## src/rtl/phys_free_list.sv

```systemverilog
// Circular free list of physical register indices for rename/dispatch.
// Optional FREE_LIST_P0_FILTER_EN: enqueues of p0 are dropped.
module phys_free_list #(
   parameter int ROB_DEPTH = 32,
   parameter int PW        = $clog2(ROB_DEPTH + 32),
   parameter int PTRW      = $clog2(ROB_DEPTH) + 1
) (
   input  logic            clk,
   input  logic            rst,
   input  logic            fl_deq,
   output logic [PW-1:0]   fl_p_addr,
   output logic            fl_empty,
   output logic [PTRW-1:0] fl_count,
   output logic [PTRW-1:0] fl_head,
   input  logic            fl_enq0,
   input  logic            fl_enq1,
   input  logic [PW-1:0]   fl_enq_p_addr0,
   input  logic [PW-1:0]   fl_enq_p_addr1,
   input  logic            flush,
   input  logic [PTRW-1:0] flush_head
);

   localparam logic [PTRW-1:0] DEPTH = PTRW'(ROB_DEPTH);

   logic [PW-1:0]   r_mem [ROB_DEPTH];
   logic [PTRW-1:0] r_head;
   logic [PTRW-1:0] r_tail;

   logic [PTRW-1:0] w_count;
   logic [PTRW-1:0] w_cnt0;
   logic [PTRW-1:0] w_tail1;
   logic            w_empty;
   logic            w_v0;
   logic            w_v1;
   logic            w_acc0;
   logic            w_acc1;
   logic            w_drop;

   assign w_count = r_tail - r_head;
   assign w_empty = (w_count == '0);

`ifdef FREE_LIST_P0_FILTER_EN
   assign w_v0 = fl_enq0 && (fl_enq_p_addr0 != '0);
   assign w_v1 = fl_enq1 && (fl_enq_p_addr1 != '0);
`else
   assign w_v0 = fl_enq0;
   assign w_v1 = fl_enq1;
`endif

   // Capacity is judged on start-of-cycle occupancy; a same-cycle
   // dequeue does not make room.
   assign w_acc0  = w_v0 && (w_count < DEPTH);
   assign w_cnt0  = w_count + PTRW'(w_acc0);
   assign w_acc1  = w_v1 && (w_cnt0 < DEPTH);
   assign w_tail1 = r_tail + PTRW'(w_acc0);
   assign w_drop  = (w_v0 && !w_acc0) || (w_v1 && !w_acc1);

   assign fl_p_addr = r_mem[r_head[PTRW-2:0]];
   assign fl_empty  = w_empty;
   assign fl_count  = w_count;
   assign fl_head   = r_head;

   always_ff @(posedge clk or posedge rst) begin
      if (rst) begin
         for (int i = 0; i < ROB_DEPTH; i++) begin
            r_mem[i] <= PW'(32 + i);
         end
         r_head <= '0;
         r_tail <= DEPTH;
      end else begin
         if (w_acc0) begin
            r_mem[r_tail[PTRW-2:0]] <= fl_enq_p_addr0;
         end
         if (w_acc1) begin
            r_mem[w_tail1[PTRW-2:0]] <= fl_enq_p_addr1;
         end
         r_tail <= w_tail1 + PTRW'(w_acc1);
         // Restoring head alone revives squashed allocations in place.
         if (flush) begin
            r_head <= flush_head;
         end else if (fl_deq && !w_empty) begin
            r_head <= r_head + 1'b1;
         end
      end
   end

   a_no_overflow : assert property (
      @(posedge clk) disable iff (rst) !w_drop
   );

endmodule

```

## config.mk

```make
export PLATFORM = sky130hd
export DESIGN_NAME = phys_free_list
export DESIGN_NICKNAME = d
export VERILOG_FILES = /design/src/rtl/phys_free_list.sv
export SDC_FILE = /design/constraint.sdc
export NUM_CORES = 1
export LEC_CHECK = 0
export ABC_AREA = 1
export CAP_MARGIN = 20
export CELL_PAD_IN_SITES_DETAIL_PLACEMENT = 1
export CELL_PAD_IN_SITES_GLOBAL_PLACEMENT = 2
export CORE_MARGIN = 2
export CORE_UTILIZATION = 37
export DETAILED_ROUTE_END_ITERATION = 10
export GPL_ROUTABILITY_DRIVEN = 0
export PLACE_DENSITY = 0.89
export SYNTH_ARGS = -nofsm -noshare
export SYNTH_HDL_FRONTEND = slang
export SYNTH_SLANG_ARGS = --single-unit
```

## constraint.sdc

```tcl
create_clock -name clk -period 17.39 [get_ports clk]
set_input_delay 3.478 -clock clk [delete_from_list [all_inputs] [get_ports clk]]
set_output_delay 3.478 -clock clk [all_outputs]
set_load 0.05 [all_outputs]
```

**Word level (Yosys, flattened, before mapping)**

Cells that the tools add are included.

- Register bits: 204
- Bits of input ports: 24
- Output and inout bits: 19
- Word-level logic and storage cells: 70

- $add $sub $neg: 5
- $lt $le $gt $ge: 7
- Mux-type cells: 13
- Bitwise logic cells: 3
- Reductions and logical operators: 8

Operators by type and width:

| operator | count |
|---|---|
| $bwmux 192 | 2 |
| $mux 192 | 2 |
| $demux 6 s5 | 2 |
| $mux 6 | 6 |
| $bmux 6 s5 | 1 |
| $add 6x1->6 | 3 |
| $ge 6x6->1 const B | 3 |
| $not 5->6 | 3 |
| $lt 6x1->1 const B | 2 |
| $lt 6x6->1 const B | 2 |
| $add 6x1->6 const B | 1 |
| $logic_not 6->1 | 1 |
| $sub 6x6->6 | 1 |
| $logic_and 1x1->1 | 5 |
| $reduce_bool 2->1 | 1 |
| $logic_not 1->1 | 1 |

**Longest topological paths before layout**

Gate-level depths: netlist of the first run.

- Word-level depth: 11
- Depth in mapped cells: 26
- Gate-level depth less buffers: 22

**Worst setup path before layout of the first run**

No wires, ideal clock.

- Kind: register to output
- Start: reg r_head[1] (netlist: fl_head[1])
- End: out fl_empty
- Data arrival time: 2.705 ns
- Data required time: 13.912 ns
- Setup slack: 11.207 ns
- Stages on the path, launching flop included: 12
- Path buffers: 2
- Cell sequence: dfrtp_1 clkbuf_1 inv_1 clkbuf_1 fa_1 nand3_1 nand2_1 nand2_1 nand2_1 nor2_1 nand2_1 inv_1

- Word-level cells in the longest chain between the ends: 2

RTL lines:

| what | line | source |
|---|---|---|
| start, declared | 26 | `logic [PTRW-1:0] r_head;` |
| start signal, assigned | 80 | `r_head <= flush_head;` |
| start signal, assigned | 82 | `r_head <= r_head + 1'b1;` |
| $sub 6x6->6 | 39 | `assign w_count = r_tail - r_head;` |
| via fl_count[4] | 13 | `output logic [PTRW-1:0] fl_count,` |
| $logic_not 6->1 | 40 | `assign w_empty = (w_count == '0);` |
| end, declared | 12 | `output logic fl_empty,` |

The timed path passes the listed nets, and every way through them passes these cells.

**Final worst setup path of the first run**

- Start: reg r_head[2] (netlist: fl_head[2])
- End: out fl_empty

- Word-level cells in the longest chain between the ends: 2

RTL lines:

| what | line |
|---|---|
| $sub 6x6->6 | 39 |
| $logic_not 6->1 | 40 |

No other way between the ends.

==> impl_metrics.ini, run 1 <==
[floorplanning]
die-area_mm2 = 0.0440
die_h_um = 210
die_w_um = 210
rows = 75
core_area_mm2 = 0.0419
io_pins = 43
initial_core_util = 0.374

[cells_and_area]
multiInputGateArea_mm2 = 0.00937
syn2layout_area_growth_pct = 8.82
diodes = 0
regArea_mm2 = 0.00525
nNetsFinal = 2535
drive_gt1_frac = 0.0928
fillCellCount = 5646

[hold_path]
min_from = r_mem[62]
worstHoldPathType = register to register
hold_path_end = r_mem[62]
hold_path_depth = 4

[synth]
ys_warn_count = 0
netlist_area_mm2 = 0.0157
synth_top_area_share = 0.274
synth.distinct_cells = 29
synth.area.top_cells = nand2_1 (27%), dfstp_2 (19%), dfrtp_1 (15%)
synth_area_leader_cell = nand2_1
syn_nets = 2627
synthCells = 2592
ys_seq_area_frac = 0.335
ys_seq_elements = 204
synth.avg_cell_area_um2 = 6.04

[timing]
setup_viol = 0
worstMarginPinSlew_ns = 1.21
setup_slack_ns = 9.37
final.setup_skew_ns = 0.0111
fin_crit_ns = 8.02
post-route-period-util = 0.461
maxSlewHeadroom = 0.192
report.final.slew_viol_count = 0
finalHoldViolCount = 0
fmax_mhz = 125
setup_tns_ns = 0
rsz0062_at_grt = no

[cts]
cts.sinks = 204
post_cts_buffers = 0
clockRootBuffer = clkbuf_16
path_clk_slew_ns = 0.06
cts_tree = yes
cts_made_buffers = 28
clock_latency_ns = 0.58
cts_hold_buf = 0
clockBufferDepth = 3
htreeDepth = 1
cts_resized = 0

[placement]
port_buffers = 42
dp.final_hpwl_um = 42000
pre_cts_slack_ns = 10.09

[global_route]
grt_max_degree = 107
antenna_found_initial = 0
track_usage = 0.314
grt.overflow.total = 0
grt_pass1_wl_um = 108000
grt_pass1_vias = 18063

[critical_path]
r2r_slack_ns = 11.26
regToRegStartpoint = fl_head[2]
critPathMaxFanout = 106
cp-end-kind = primary output
r2r-end = r_mem[67]
cp_data_arrival_time_ns = 4.54
critPathKind = register to primary output
required_ns = 13.91
start_kind = register
r2r.worst_path.cells = 18

[routing]
firstDrtPassIters = 8
post_drt_wl_per_cell_um = 22.7
routed_via_density = 5.85
drc = 0
vias = 17893
ant_nets = 0
wl_um = 69600
first_iter_violations = 1436

[status]
status = complete, no violations

[power_and_ir_drop]
p_leak_nw = 8.20
powerDensity_mw_per_mm2 = 188
vdd_ir_drop_max_v = 0.000182

[run]
maxCapViolations = 0
==> kinds of logic after synthesis <==
family | synth area share
buf+inv | 0.0679
fa+ha+maj | 0.00927
xor+xnor | 0.00608
simple gates | 0.466
flops | 0.335
compound gates | 0.116
==> worst max-delay path, stage by stage (launching register included) <==
cell and delay, ns:
dfrtp_1 1.00, inv_2 0.32, ha_1 0.47, nand2_1 0.09, nand2_1 0.05, nand2_1 0.08
nand4_1 0.23, nand2_8 0.62, nand2_1 0.15, inv_1 0.09, clkdlybuf4s50_1 0.79
==> state kept, by name, indices dropped and copies added (netlist names) <==
name     flops
r_mem      192
fl_head      6
r_tail       6
==> synth_stat cells <==
cell type  count
buf_4          3
dfrtp_1       91
o22ai_1       12
xnor2_1        1
xor2_1         8
dfstp_2      113
o21ai_0      263
xor2_2         1
inv_1         69
nand3_1      449
ha_1          10
or2_2          1
nor2_2        29
clkinv_1       2
o211ai_1      25
nand2_1     1144
fa_1           1
buf_1          9
nand4_1        3
nand3b_1       1
nand2_2        5
nor3_1         4
buf_2         46
nor2_1       115
a21oi_1       21
nor2_4         5
clkbuf_1     130
inv_2          6
o21ai_1       25
==> worst max path at each step <==
stage	start	end	slack, ns	depth (start not counted)
floorplan	rst	fl_head[0]	8.53	1
global placement	fl_head[2]	fl_empty	10.09	11
detailed placement	fl_head[2]	fl_empty	10.09	10
CTS	fl_head[2]	fl_empty	9.43	10
global route	fl_head[2]	fl_empty	9.26	10
finish	fl_head[2]	fl_empty	9.37	10
==> through the flow <==
step	util	power, mW	std cells	area, um^2	hold slack (ns)
floorplan	-	2.04	2592	15700	0.527
global placement	0.386	2.53	3008	16200	0.541
detailed placement	0.386	2.59	3008	16200	0.556
CTS	0.407	3.18	3059	17000	0.567
global route	0.407	3.42	3060	17000	0.592
finish	0.407	3.20	3060	17000	0.563
==> layout by cell type, fill, tap and decap left out, types with 7 or more instances in the layout <==
cell type,n
nand2_1,1143
nand3_1,449
o21ai_0,263
nor2_1,115
dfstp_2,113
dfrtp_1,89
inv_1,63
clkdlybuf4s50_1,35
nor2_2,29
clkbuf_16,29
o211ai_1,25
o21ai_1,25
buf_4,23
a21oi_1,21
clkbuf_1,13
o22ai_1,12
ha_1,10
xor2_1,8
inv_2,7
==> report_power, final <==
group	switching [mW]	leakage, nW	internal (mW)
sequential	0.186	2.38	0.707
clock	0.243	0.428	0.333
combinational	1.28	5.39	0.453
total	1.71	8.20	1.49
==> cell type report <==
class / count / area share
Clock buffer: 45 / 0.0479
Multi-Input combinational cell: 2123 / 0.550
Clock inverter: 6 / 0.00323
Tap cell: 539 / 0.0396
Sequential cell: 204 / 0.308
Timing Repair Buffer: 66 / 0.0338
Inverter: 77 / 0.0174
==> routing by layer <==
layer | GRT usage | share of wire | vias to the layer above
li1 | - | - | 8235
met1 | 0.414 | 0.43 | 8878
met2 | 0.518 | 0.46 | 608
met3 | 0.0434 | 0.062 | 172
met4 | 0.134 | 0.047 | 0
met5 | 0 | 0 | -
Power figures use the tool's default switching activity.
==> run 2: changes to the inputs <==
--- a/config.mk
+++ b/config.mk
@@ -10,10 +10,10 @@
 export CELL_PAD_IN_SITES_DETAIL_PLACEMENT = 1
 export CELL_PAD_IN_SITES_GLOBAL_PLACEMENT = 2
 export CORE_MARGIN = 2
-export CORE_UTILIZATION = 37
+export CORE_UTILIZATION = 34
 export DETAILED_ROUTE_END_ITERATION = 10
 export GPL_ROUTABILITY_DRIVEN = 0
-export PLACE_DENSITY = 0.89
+export PLACE_DENSITY = 0.83
 export SYNTH_ARGS = -nofsm -noshare
 export SYNTH_HDL_FRONTEND = slang
 export SYNTH_SLANG_ARGS = --single-unit
==> constraint.sdc (replaced) <==
create_clock -name clk -period 7.4 [get_ports clk]
set_input_delay 1.48 -clock clk [delete_from_list [all_inputs] [get_ports clk]]
set_output_delay 1.48 -clock clk [all_outputs]
set_load 0.05 [all_outputs]
==> impl_metrics.ini, run 2 (synthesis results as in run 1) <==
[cts]
cts_resized = 0
cts_tree = yes
htreeDepth = 1
path_clk_slew_ns = 0.06
cts_hold_buf = 0
clockBufferDepth = 3
cts_made_buffers = 28
post_cts_buffers = 0
cts.sinks = 204
clockRootBuffer = clkbuf_16
clock_latency_ns = 0.58

[critical_path]
cp_slowest_cell = clkinv_2
r2r.worst_path.cells = 20
critPathMostFrequentCell = nand2_1
critPathMaxFanout = 51
required_ns = 5.92
critical_path.max_stage_delay_ns = 0.79
regToRegStartpoint = fl_head[4]
critPathKind = register to primary output
critPathBufInv = 4
cp_data_arrival_time_ns = 4.20
r2r_slack_ns = 2.33
path_delay_family = buffers and inverters
start_kind = register
cp-end-kind = primary output
path_cells = clkinv_2, buf_12, o21ai_0, a21oi_1, nor2_1, nand2_1, nand2_1, inv_1, clkdlybuf4s50_1
startpoint = fl_head[0]
r2r-end = r_mem[153]

[timing]
fmax_mhz = 176
final.setup_skew_ns = 0.0264
post-route-period-util = 0.768
setup_viol = 0
setup_tns_ns = 0
finalHoldViolCount = 0
report.final.slew_viol_count = 0
worstMarginPinSlew_ns = 1.17
maxSlewHeadroom = 0.217
rsz0062_at_grt = no
fin_crit_ns = 5.68

[cells_and_area]
diodes = 0
final_cell_mix = nand2_1 (1143), nand3_1 (449), o21ai_0 (263)
multiInputGateArea_mm2 = 0.00937
largest_register_ff_count = 192
syn2layout_area_growth_pct = 10.0
drive_gt1_frac = 0.0944
fillCellCount = 6051
regArea_mm2 = 0.00525
nNetsFinal = 2537
mostFrequentLayoutCell = nand2_1
top_register = r_mem

[global_route]
antenna_found_initial = 1
grt_pass1_vias = 17860
grt_max_degree = 193
track_usage = 0.293
grt.overflow.total = 0
grt_pass1_wl_um = 108000

[routing]
ant_nets = 0
firstDrtPassIters = 5
post_drt_wl_per_cell_um = 22.3
wl_um = 69800
vias = 17769
first_iter_violations = 1431
routed_via_density = 5.69
drc = 0

[placement]
port_buffers = 42
dp.final_hpwl_um = 41700

[hold_path]
min_from = r_mem[60]
hold_path_end = r_mem[60]
worstHoldPathType = register to register
hold_path_depth = 4

[run]
maxCapViolations = 0

[power_and_ir_drop]
vdd_ir_drop_max_v = 0.000325
power_mw = 7.58
powerDensity_mw_per_mm2 = 440
p_leak_nw = 8.25

[floorplanning]
rows = 78
die_w_um = 219
die-area_mm2 = 0.0478
io_pins = 43
die_h_um = 219
core_area_mm2 = 0.0454
initial_core_util = 0.345

[status]
status = complete, no violations
-- run 2: cell count changes in the layout (fill, tap and decap cells not counted), sizes merged --
cell | previous run | this run
bufinv | 1 | 2
clkinv | 11 | 8
buf | 31 | 33
inv | 71 | 72
-- run 2: cell type report --
class                   instances  area share
multi-input cells            2123       0.544
flip-flops and latches        204       0.305
repair buffers                 68      0.0374
clock inverters                 5     0.00436
clock buffers                  45      0.0485
inverters                      77      0.0173
well taps                     600      0.0436
-- run 2: tightest hold or removal path, cell delays in order, from the launching register on --
cell     delay [ns]
dfstp_2        0.37
nand2_1        0.05
nand2_1        0.04
nand2_1        0.05
nand2_1        0.04
-- run 2: metal layers --
metal / share of wire / GRT usage / vias to the layer above
met4: 0.030 / 0.0823 / 0
met2: 0.47 / 0.481 / 528
met5: 0 / 0 / -
li1: - / - / 8254
met1: 0.45 / 0.406 / 8872
met3: 0.054 / 0.0305 / 115
-- run 2: power by group --
| part | total [mW] | switching, mW | internal, mW | leakage (nW) |
|---|---|---|---|---|
| logic | 4.14 | 3.03 | 1.11 | 5.43 |
| registers | 2.05 | 0.390 | 1.66 | 2.38 |
| clock network | 1.38 | 0.550 | 0.833 | 0.446 |
| total | 7.58 | 3.97 | 3.60 | 8.25 |
-- run 2: metrics by stage --
stage	hold slack [ns]	cell area [um^2]	setup slack (ns)	std cells	utilization
2_1_floorplan	0.527	15700	0.540	2592	-
3_5_place_dp	0.552	16300	2.29	3071	0.359
6_report	0.562	17200	1.72	3122	0.379
4_1_cts	0.562	17200	1.70	3121	0.379
3_3_place_gp	0.541	16300	2.37	3071	0.359
5_1_grt	0.600	17200	1.50	3122	0.379
-- run 2: worst max path at each step --
stage                         endpoint  slack (ns)  cells past startpoint
after floorplan             fl_head[0]        0.54                      1
after global placement    fl_p_addr[5]        2.37                     10
after detailed placement      fl_empty        2.29                     10
after CTS                     fl_empty        1.70                     10
after global routing          fl_empty        1.50                      8
final                     fl_p_addr[0]        1.72                      9
==> run 3: changes to the inputs <==
==> constraint.sdc (replaced) <==
create_clock -name clk -period 5.7 [get_ports clk]
set_input_delay 1.14 -clock clk [delete_from_list [all_inputs] [get_ports clk]]
set_output_delay 1.14 -clock clk [all_outputs]
set_load 0.05 [all_outputs]
==> impl_metrics.ini, run 3 (synthesis results as in run 1) <==
[timing]
fmax_mhz = 200
report.final.slew_viol_count = 0
final.setup_skew_ns = 0.0329
rsz0062_at_grt = no
setup_slack_ns = 0.711
whs_ns = 0.561
fin_crit_ns = 4.99
worstMarginPinSlew_ns = 1.28
setup_tns_ns = 0
post-route-period-util = 0.875
setup_viol = 0
finalHoldViolCount = 0
maxSlewHeadroom = 0.146

[cts]
clockRootBuffer = clkbuf_16
post_cts_buffers = 0
path_clk_slew_ns = 0.06
htreeDepth = 1
cts_tree = yes
cts_made_buffers = 28
cts_hold_buf = 0
clockBufferDepth = 3
cts.sinks = 204
clock_latency_ns = 0.59
cts_resized = 0

[routing]
firstDrtPassIters = 5
vias = 17988
routed_via_density = 5.73
post_drt_wl_per_cell_um = 22.9
wl_um = 71900
first_iter_violations = 1446
wl_met2_um = 32700
drc = 0
ant_nets = 0
met3_length_um = 3800
wl_met1_um = 32300
dr.max_layer_used = met4

[cells_and_area]
multiInputGateArea_mm2 = 0.00937
syn2layout_area_growth_pct = 11.1
top_register = r_mem
regArea_mm2 = 0.00525
drive_gt1_frac = 0.105
mostFrequentLayoutCell = nand2_1
largest_register_ff_count = 192
diodes = 0
fillCellCount = 6005
nNetsFinal = 2553
final_cell_mix = nand2_1 (1143), nand3_1 (449), o21ai_0 (263)

[global_route]
grt_pass1_vias = 18418
track_usage = 0.302
grt.overflow.total = 0
grt_pass1_wl_um = 112000
grt_max_degree = 193
antenna_found_initial = 0

[critical_path]
cp_slowest_cell = nor2_1
required_ns = 4.56
start_kind = register
cp_data_arrival_time_ns = 3.85
critical_path.max_stage_delay_ns = 0.81
critPathMaxFanout = 15
critPathMostFrequentCell = inv_1
path_cells = inv_1, nor2_1, inv_1, a21oi_1, nor2_1, nand2_1, nand2_1, inv_1, clkdlybuf4s50_1
r2r.worst_path.cells = 18
cp-end-kind = primary output
critPathKind = register to primary output

[hold_path]
worstHoldPathType = register to register
hold_path_depth = 4

[floorplanning]
die_h_um = 219
core_area_mm2 = 0.0454
initial_core_util = 0.345
rows = 78
die-area_mm2 = 0.0478
die_w_um = 219
io_pins = 43

[power_and_ir_drop]
powerDensity_mw_per_mm2 = 579
p_leak_nw = 8.37
vdd_ir_drop_max_v = 0.000406

[run]
maxCapViolations = 0

[status]
status = complete, no violations

[placement]
port_buffers = 42
dp.final_hpwl_um = 43900
pre_cts_slack_ns = 1.15
run 3: metal layers:
layer	GRT usage	vias to the layer above
met5	0	-
met4	0.126	0
met2	0.487	570
li1	-	8291
met3	0.0308	174
met1	0.412	8953
run 3: final cells by class:
type	count	area share
Multi-Input combinational cell	2123	0.538
Sequential cell	204	0.302
Clock buffer	35	0.0459
Timing Repair Buffer	84	0.0442
Tap cell	600	0.0432
Inverter	77	0.0168
Clock inverter	17	0.00957
run 3: path summary, 6_finish.rpt:
kind                                      to  slack (ns)  startpoint
min in group asynchronous         r_mem[162]        1.05         rst
worst max register to register    r_mem[138]        0.95  fl_head[4]
worst min-delay path               r_mem[64]        0.56   r_mem[64]
worst min register to register     r_mem[64]        0.56   r_mem[64]
worst max-delay path            fl_p_addr[1]        0.71  fl_head[3]
max in group asynchronous         r_mem[171]        3.51         rst
run 3: stage by stage:
stage / cells / instance area [um^2] / utilization / power, mW
finish: 3140 / 17400 / 0.383 / 10.1
global placement: 3088 / 16400 / 0.362 / 7.89
detailed placement: 3088 / 16400 / 0.362 / 8.08
global route: 3140 / 17400 / 0.383 / 10.8
CTS: 3140 / 17400 / 0.383 / 10.0
floorplan: 2592 / 15700 / - / 6.22
run 3: power by group:
group	total (mW)	switching [mW]	internal [mW]	leakage [nW]
Sequential	2.69	0.533	2.16	2.38
Clock	1.91	0.787	1.12	0.494
Combinational	5.48	3.99	1.48	5.50
run 3: critical path, delay by kind of cell (launching register included):
family                 cells  cell delay, ns
buffers and inverters      4            1.39
and+or+nand+nor            4            1.11
DFF                        1            0.44
AOI/OAI and AO/OA          1            0.32
